$ cat src/rtl/sonar_pkg.sv
// Shared sonar definitions: sweep FSM state codes and servo position range.
package sonar_pkg;

  localparam int POS_W = 3;
  localparam logic [POS_W-1:0] POS_MAX = 3'd7;

  typedef enum logic [2:0] {
    INICIAL   = 3'd0,
    POSICIONA = 3'd1,
    MEDE      = 3'd2,
    AGUARDA   = 3'd3,
    REGISTRA  = 3'd4,
    ERRO      = 3'd5,
    PROXIMO   = 3'd6
  } estado_t;

endpackage

$ cat src/rtl/contador_ciclos.sv
// Cycle counter with a run-time modulus; fim is high on the modulus-th counted cycle.
// Saturates at modulus-1 instead of wrapping; synchronous clear has priority over enable.
module contador_ciclos #(
  parameter int W = 8
) (
  input  logic         clock,
  input  logic         reset,
  input  logic         limpar,
  input  logic         habilitar,
  input  logic [W-1:0] modulo,
  output logic         fim
);

  logic [W-1:0] contagem;

  assign fim = (contagem >= modulo - W'(1));

  always_ff @(posedge clock or posedge reset) begin
    if (reset) begin
      contagem <= '0;
    end else if (limpar) begin
      contagem <= '0;
    end else if (habilitar && !fim) begin
      contagem <= contagem + W'(1);
    end
  end

endmodule

$ cat src/rtl/controle_varredura.sv
// Sonar sweep sequencer: bounce servo over 0..7, settle, request a range, report result or timeout.
// Point period SETTLE+4 cycles (SETTLE+TIMEOUT+3 on timeout); ligar is only honoured between points.
module controle_varredura
  import sonar_pkg::*;
#(
  parameter int SETTLE_CYCLES  = 5_000_000,
  parameter int TIMEOUT_CYCLES = 2_500_000
) (
  input  logic             clock,
  input  logic             reset,
  input  logic             ligar,
  input  logic             pronto_medida,
  output logic [POS_W-1:0] posicao,
  output logic             medir,
  output logic             ponto_valido,
  output logic             erro_timeout,
  output logic [2:0]       db_estado
);

  localparam int CNT_MAX = (SETTLE_CYCLES > TIMEOUT_CYCLES) ? SETTLE_CYCLES : TIMEOUT_CYCLES;
  localparam int CNT_W   = $clog2(CNT_MAX + 1);

  estado_t          estado;
  logic             subindo;
  logic             contar;
  logic             fim;
  logic [CNT_W-1:0] modulo;
  logic [POS_W-1:0] proxima_pos;

  // Only the two timed states count; every other state holds the counter at
  // zero, so each entry into a timed state starts from a clean count.
  assign contar = (estado == POSICIONA) || (estado == AGUARDA);
  assign modulo = (estado == POSICIONA) ? CNT_W'(SETTLE_CYCLES) : CNT_W'(TIMEOUT_CYCLES);

  contador_ciclos #(
    .W (CNT_W)
  ) u_contador (
    .clock     (clock),
    .reset     (reset),
    .limpar    (!contar),
    .habilitar (contar),
    .modulo    (modulo),
    .fim       (fim)
  );

  assign proxima_pos = subindo ? posicao + POS_W'(1) : posicao - POS_W'(1);
  assign db_estado   = estado;

  always_ff @(posedge clock or posedge reset) begin
    if (reset) begin
      estado       <= INICIAL;
      posicao      <= '0;
      subindo      <= 1'b1;
      medir        <= 1'b0;
      ponto_valido <= 1'b0;
      erro_timeout <= 1'b0;
    end else begin
      medir        <= 1'b0;
      ponto_valido <= 1'b0;
      erro_timeout <= 1'b0;
      case (estado)
        INICIAL: begin
          if (ligar) estado <= POSICIONA;
        end
        POSICIONA: begin
          if (fim) begin
            estado <= MEDE;
            medir  <= 1'b1;
          end
        end
        MEDE: begin
          estado <= AGUARDA;
        end
        AGUARDA: begin
          // A completion arriving on the timeout cycle still counts as valid.
          if (pronto_medida) begin
            estado       <= REGISTRA;
            ponto_valido <= 1'b1;
          end else if (fim) begin
            estado       <= ERRO;
            erro_timeout <= 1'b1;
          end
        end
        REGISTRA, ERRO: begin
          estado <= PROXIMO;
        end
        PROXIMO: begin
          posicao <= proxima_pos;
          if (subindo && proxima_pos == POS_MAX) begin
            subindo <= 1'b0;
          end else if (!subindo && proxima_pos == '0) begin
            subindo <= 1'b1;
          end
          estado <= ligar ? POSICIONA : INICIAL;
        end
        default: begin
          estado <= INICIAL;
        end
      endcase
    end
  end

endmodule

$ cat config.mk
export PLATFORM = sky130hd
export DESIGN_NAME = controle_varredura
export DESIGN_NICKNAME = d
export VERILOG_FILES = /design/src/rtl/sonar_pkg.sv /design/src/rtl/contador_ciclos.sv /design/src/rtl/controle_varredura.sv
export SDC_FILE = /design/constraint.sdc
export NUM_CORES = 1
export LEC_CHECK = 0
export CORE_AREA = 8 8 85 87
export CTS_CLUSTER_DIAMETER = 60
export DETAILED_ROUTE_END_ITERATION = 6
export DIE_AREA = 0 0 93 95
export SLEW_MARGIN = 25
export SYNTH_ARGS = -nofsm -noshare
export SYNTH_HDL_FRONTEND = slang
export SYNTH_HIERARCHICAL = 1
export SYNTH_SLANG_ARGS = --single-unit
$ cat constraint.sdc
create_clock -name clock -period 6.59 [get_ports clock]
set_clock_uncertainty 0.15 [all_clocks]
set_input_delay 1.318 -clock clock [delete_from_list [all_inputs] [get_ports clock]]
set_output_delay 1.318 -clock clock [all_outputs]
set_load 0.01 [all_outputs]
==> run summary <==
Hold Path Cell Cnt - 1
Critical Path AT - 4.41 ns
Synth warnings - 6
FP Rows - 28
GRT Util Overall - 13.35%
final hold violations - 0
IO Pins - 13
R2R Setup Slk - 2.20 ns
Fillers - 566
Rel. slew slack - 40.80%
post-synthesis adder-cell area fraction - 14.13%
Clock Pin Slew Worst Setup and Hold Paths - 0.07 ns
Tmin final - 4.395 ns
Async SR Flop Fraction - 100.0%
Reg power frac - 33.6%
Post-Syn Area - 2693 um2
Final Wtd Congestion - 0.7456
# setup viols final - 0
CP Data Required Time - 6.61 ns
Synth cell types - 58
commonest register cell after synthesis - dfrtp_1
Switching Fraction - 42.44%
share of cells above drive strength 1 - 7.803%
startpoint type of the worst setup path - register
period utilisation layout - 66.69%
CP Max Fanout - 35
number of vias per cell - 5.404
critical path endpoint category - register
CP endpoint - db_estado[1]
IO Port Bufs - 12
Worst-Margin Slew - 0.8826 ns
critical path start-end classification - register to register
maximum VDD drop - 0.1384 mV
Total Die Area - 8835 um2
first-pass GRT wire length - 9791 um
H-tree levels - 2
setup TNS - 0 ns
most frequent cells in the layout - a21oi_1, dfrtp_1, conb_1, ha_1, nand2_1
sequential share of the synthesized area - 30.72%
Synth Instances - 303
clock share of power - 19.9%
crit path from - db_estado[2]
CTS tree - yes
Root Buffer - clkbuf_8
post-synthesis mux area share - 0.9758%
via count - 2,275
Final ANT Viol Nets - 0
most common cell after layout, fill and taps aside - a21oi_1
maxcap violations - 0
CTS max path bufs - 2
setup repair bufs after CTS - 0
Die H - 95 um
internal power - 436.1 uW
Initial Utilization - 46.30%
Post-DP Area - 2988 um2
post-CTS resize count - 0
clock buffer count from CTS - 5
clk_lat worst skew - 0.28 ns
outcome - finished clean
compound-gate portion of the synthesized area - 16.78%
Post-synth EDFFs - 0
number of global-route vias before repair - 2,144
RSZ-0062 raised after global routing - no
post-DR wirelength/cell - 13.43 um
GRT Residual Overflow - 0
initial DRC count - 148
R2R Path Start - db_estado[2]
NetSw - 321.5 uW
upper clock frequency limit - 227.6 MHz
die width - 93 um
number of antenna diodes - 0
core area - 5816 um2
r2r endpoint - db_estado[1]
synthesized flop and latch total - 33
Hold Crit Class - register to register
Syn Area/Cell - 8.886 um2
Final nets - 378
largest net degree at the start of global routing - 36
Max Slew Vio Count - 0
HPWL Detailed - 4220 um
combinational share of power - 46.5%
Worst Reg2Reg Path Length in Cells - 14
pwr/cell area - 245.7 nW/um2
initial antenna violation count - 0
Synth Area in Simple Gates - 24.72%
# clock sinks - 33
Leakage - 0.001258 uW
drc violations - 0
Area Overhead vs Synth - 14.50%
Pre-Repair DR Iteration Count - 5
cell area after layout - 3083 um2
Post-Synth XOR/XNOR Area - 8.457%
CTS Hold Bufs - 0
main combinational cell family by area after synthesis - simple AND/OR/NAND/NOR gates
final wirelength - 5654 um
routing by layer:
metal  part of all wire (%)  vias to the layer above  track usage (%)  routed length, um
met5                      0                        -                0                  0
met4                    1.1                        0            4.161                 61
met2                     47                       46            21.95               2650
met1                     47                     1046            17.13               2682
met3                    4.6                        8            2.778                259
li1                       -                     1175                -                  -
metrics by stage:
step           setup WS, ns  util (%)  cells  power [uW]  hold WS (ns)
6_report              2.195     53.01    421       757.6        0.3672
5_1_grt               1.701     53.01    421       823.4        0.4065
4_1_cts               1.979     52.86    421       765.3        0.3771
3_5_place_dp          1.999     51.38    413       611.6        0.3643
3_3_place_gp          2.146     51.38    413       606.6        0.3567
2_1_floorplan         1.818         -    331       508.7        0.3746
critical path: stages, from the launching register on:
cell,delay [ns]
dfrtp_1,0.46
and2b_1,0.29
inv_1,0.10
nor2_1,0.05
buf_4,0.22
inv_1,0.49
xor2_1,0.17
ha_1,0.33
nand4_1,0.11
nor4_1,0.57
nand2_1,0.24
o211ai_4,0.65
o21ai_0,0.21
a21oi_1,0.19
a21oi_1,0.05
final cells by class:
| type | count | area (um2) | area share [%] |
|---|---|---|---|
| multi-input cells | 273 | 1873 | 60.75 |
| clock inverters | 3 | 17.52 | 0.5682 |
| flip-flops and latches | 33 | 827.0 | 26.83 |
| clock buffers | 5 | 68.82 | 2.232 |
| repair buffers | 14 | 135.1 | 4.383 |
| well taps | 75 | 93.84 | 3.044 |
| inverters | 18 | 67.56 | 2.192 |
sequential cells by signal, summed over array words and instances (netlist names):
signal,count
db_estado,3
erro_timeout,1
medir,1
ponto_valido,1
posicao,3
subindo,1
u_contador/contagem,23
power groups by stage:
stage                     Sequential [uW]  Clock [uW]  Combinational (uW)
after CTS                             255         155                 355
after floorplan                       260           0                 249
final                                 255         150                 352
after detailed placement              258           0                 353
after global placement                258           0                 349
after global routing                  259         162                 403
cell usage after synthesis, types with 6 or more instances:
cell type | number | share of area (%)
a21oi_1 | 36 | 6.7
dfrtp_1 | 32 | 30
ha_1 | 28 | 13
inv_1 | 17 | 2.4
nand2_1 | 23 | 3.2
nand3_1 | 9 | 1.7
nand4_1 | 6 | 1.4
nor2_1 | 20 | 2.8
o21ai_0 | 13 | 2.4
o31ai_1 | 13 | 3.6
or3_1 | 9 | 2.1
or4_1 | 13 | 3.6
xnor2_1 | 18 | 5.9
xor2_1 | 8 | 2.6
kinds of logic after synthesis:
family	after synthesis
AND/OR/NAND/NOR	111
AO/OA/AOI/OAI	74
flip-flops	33
adder cells (fa/ha/maj)	30
XOR/XNOR	26
buffers and inverters	25
other	2
multiplexers	2
how the worst min path moves through the flow:
| stage | start | end | slack [ns] |
|---|---|---|---|
| 6_report | posicao[2] | posicao[2] | 0.37 |
| 5_1_grt | posicao[2] | posicao[2] | 0.41 |
| 4_1_cts | posicao[2] | posicao[2] | 0.38 |
| 3_5_place_dp | posicao[2] | posicao[2] | 0.36 |
| 3_3_place_gp | posicao[2] | posicao[2] | 0.36 |
| 2_1_floorplan | u_contador/contagem[22] | u_contador/contagem[22] | 0.37 |
Note: power is estimated with default switching activity, not from simulation.
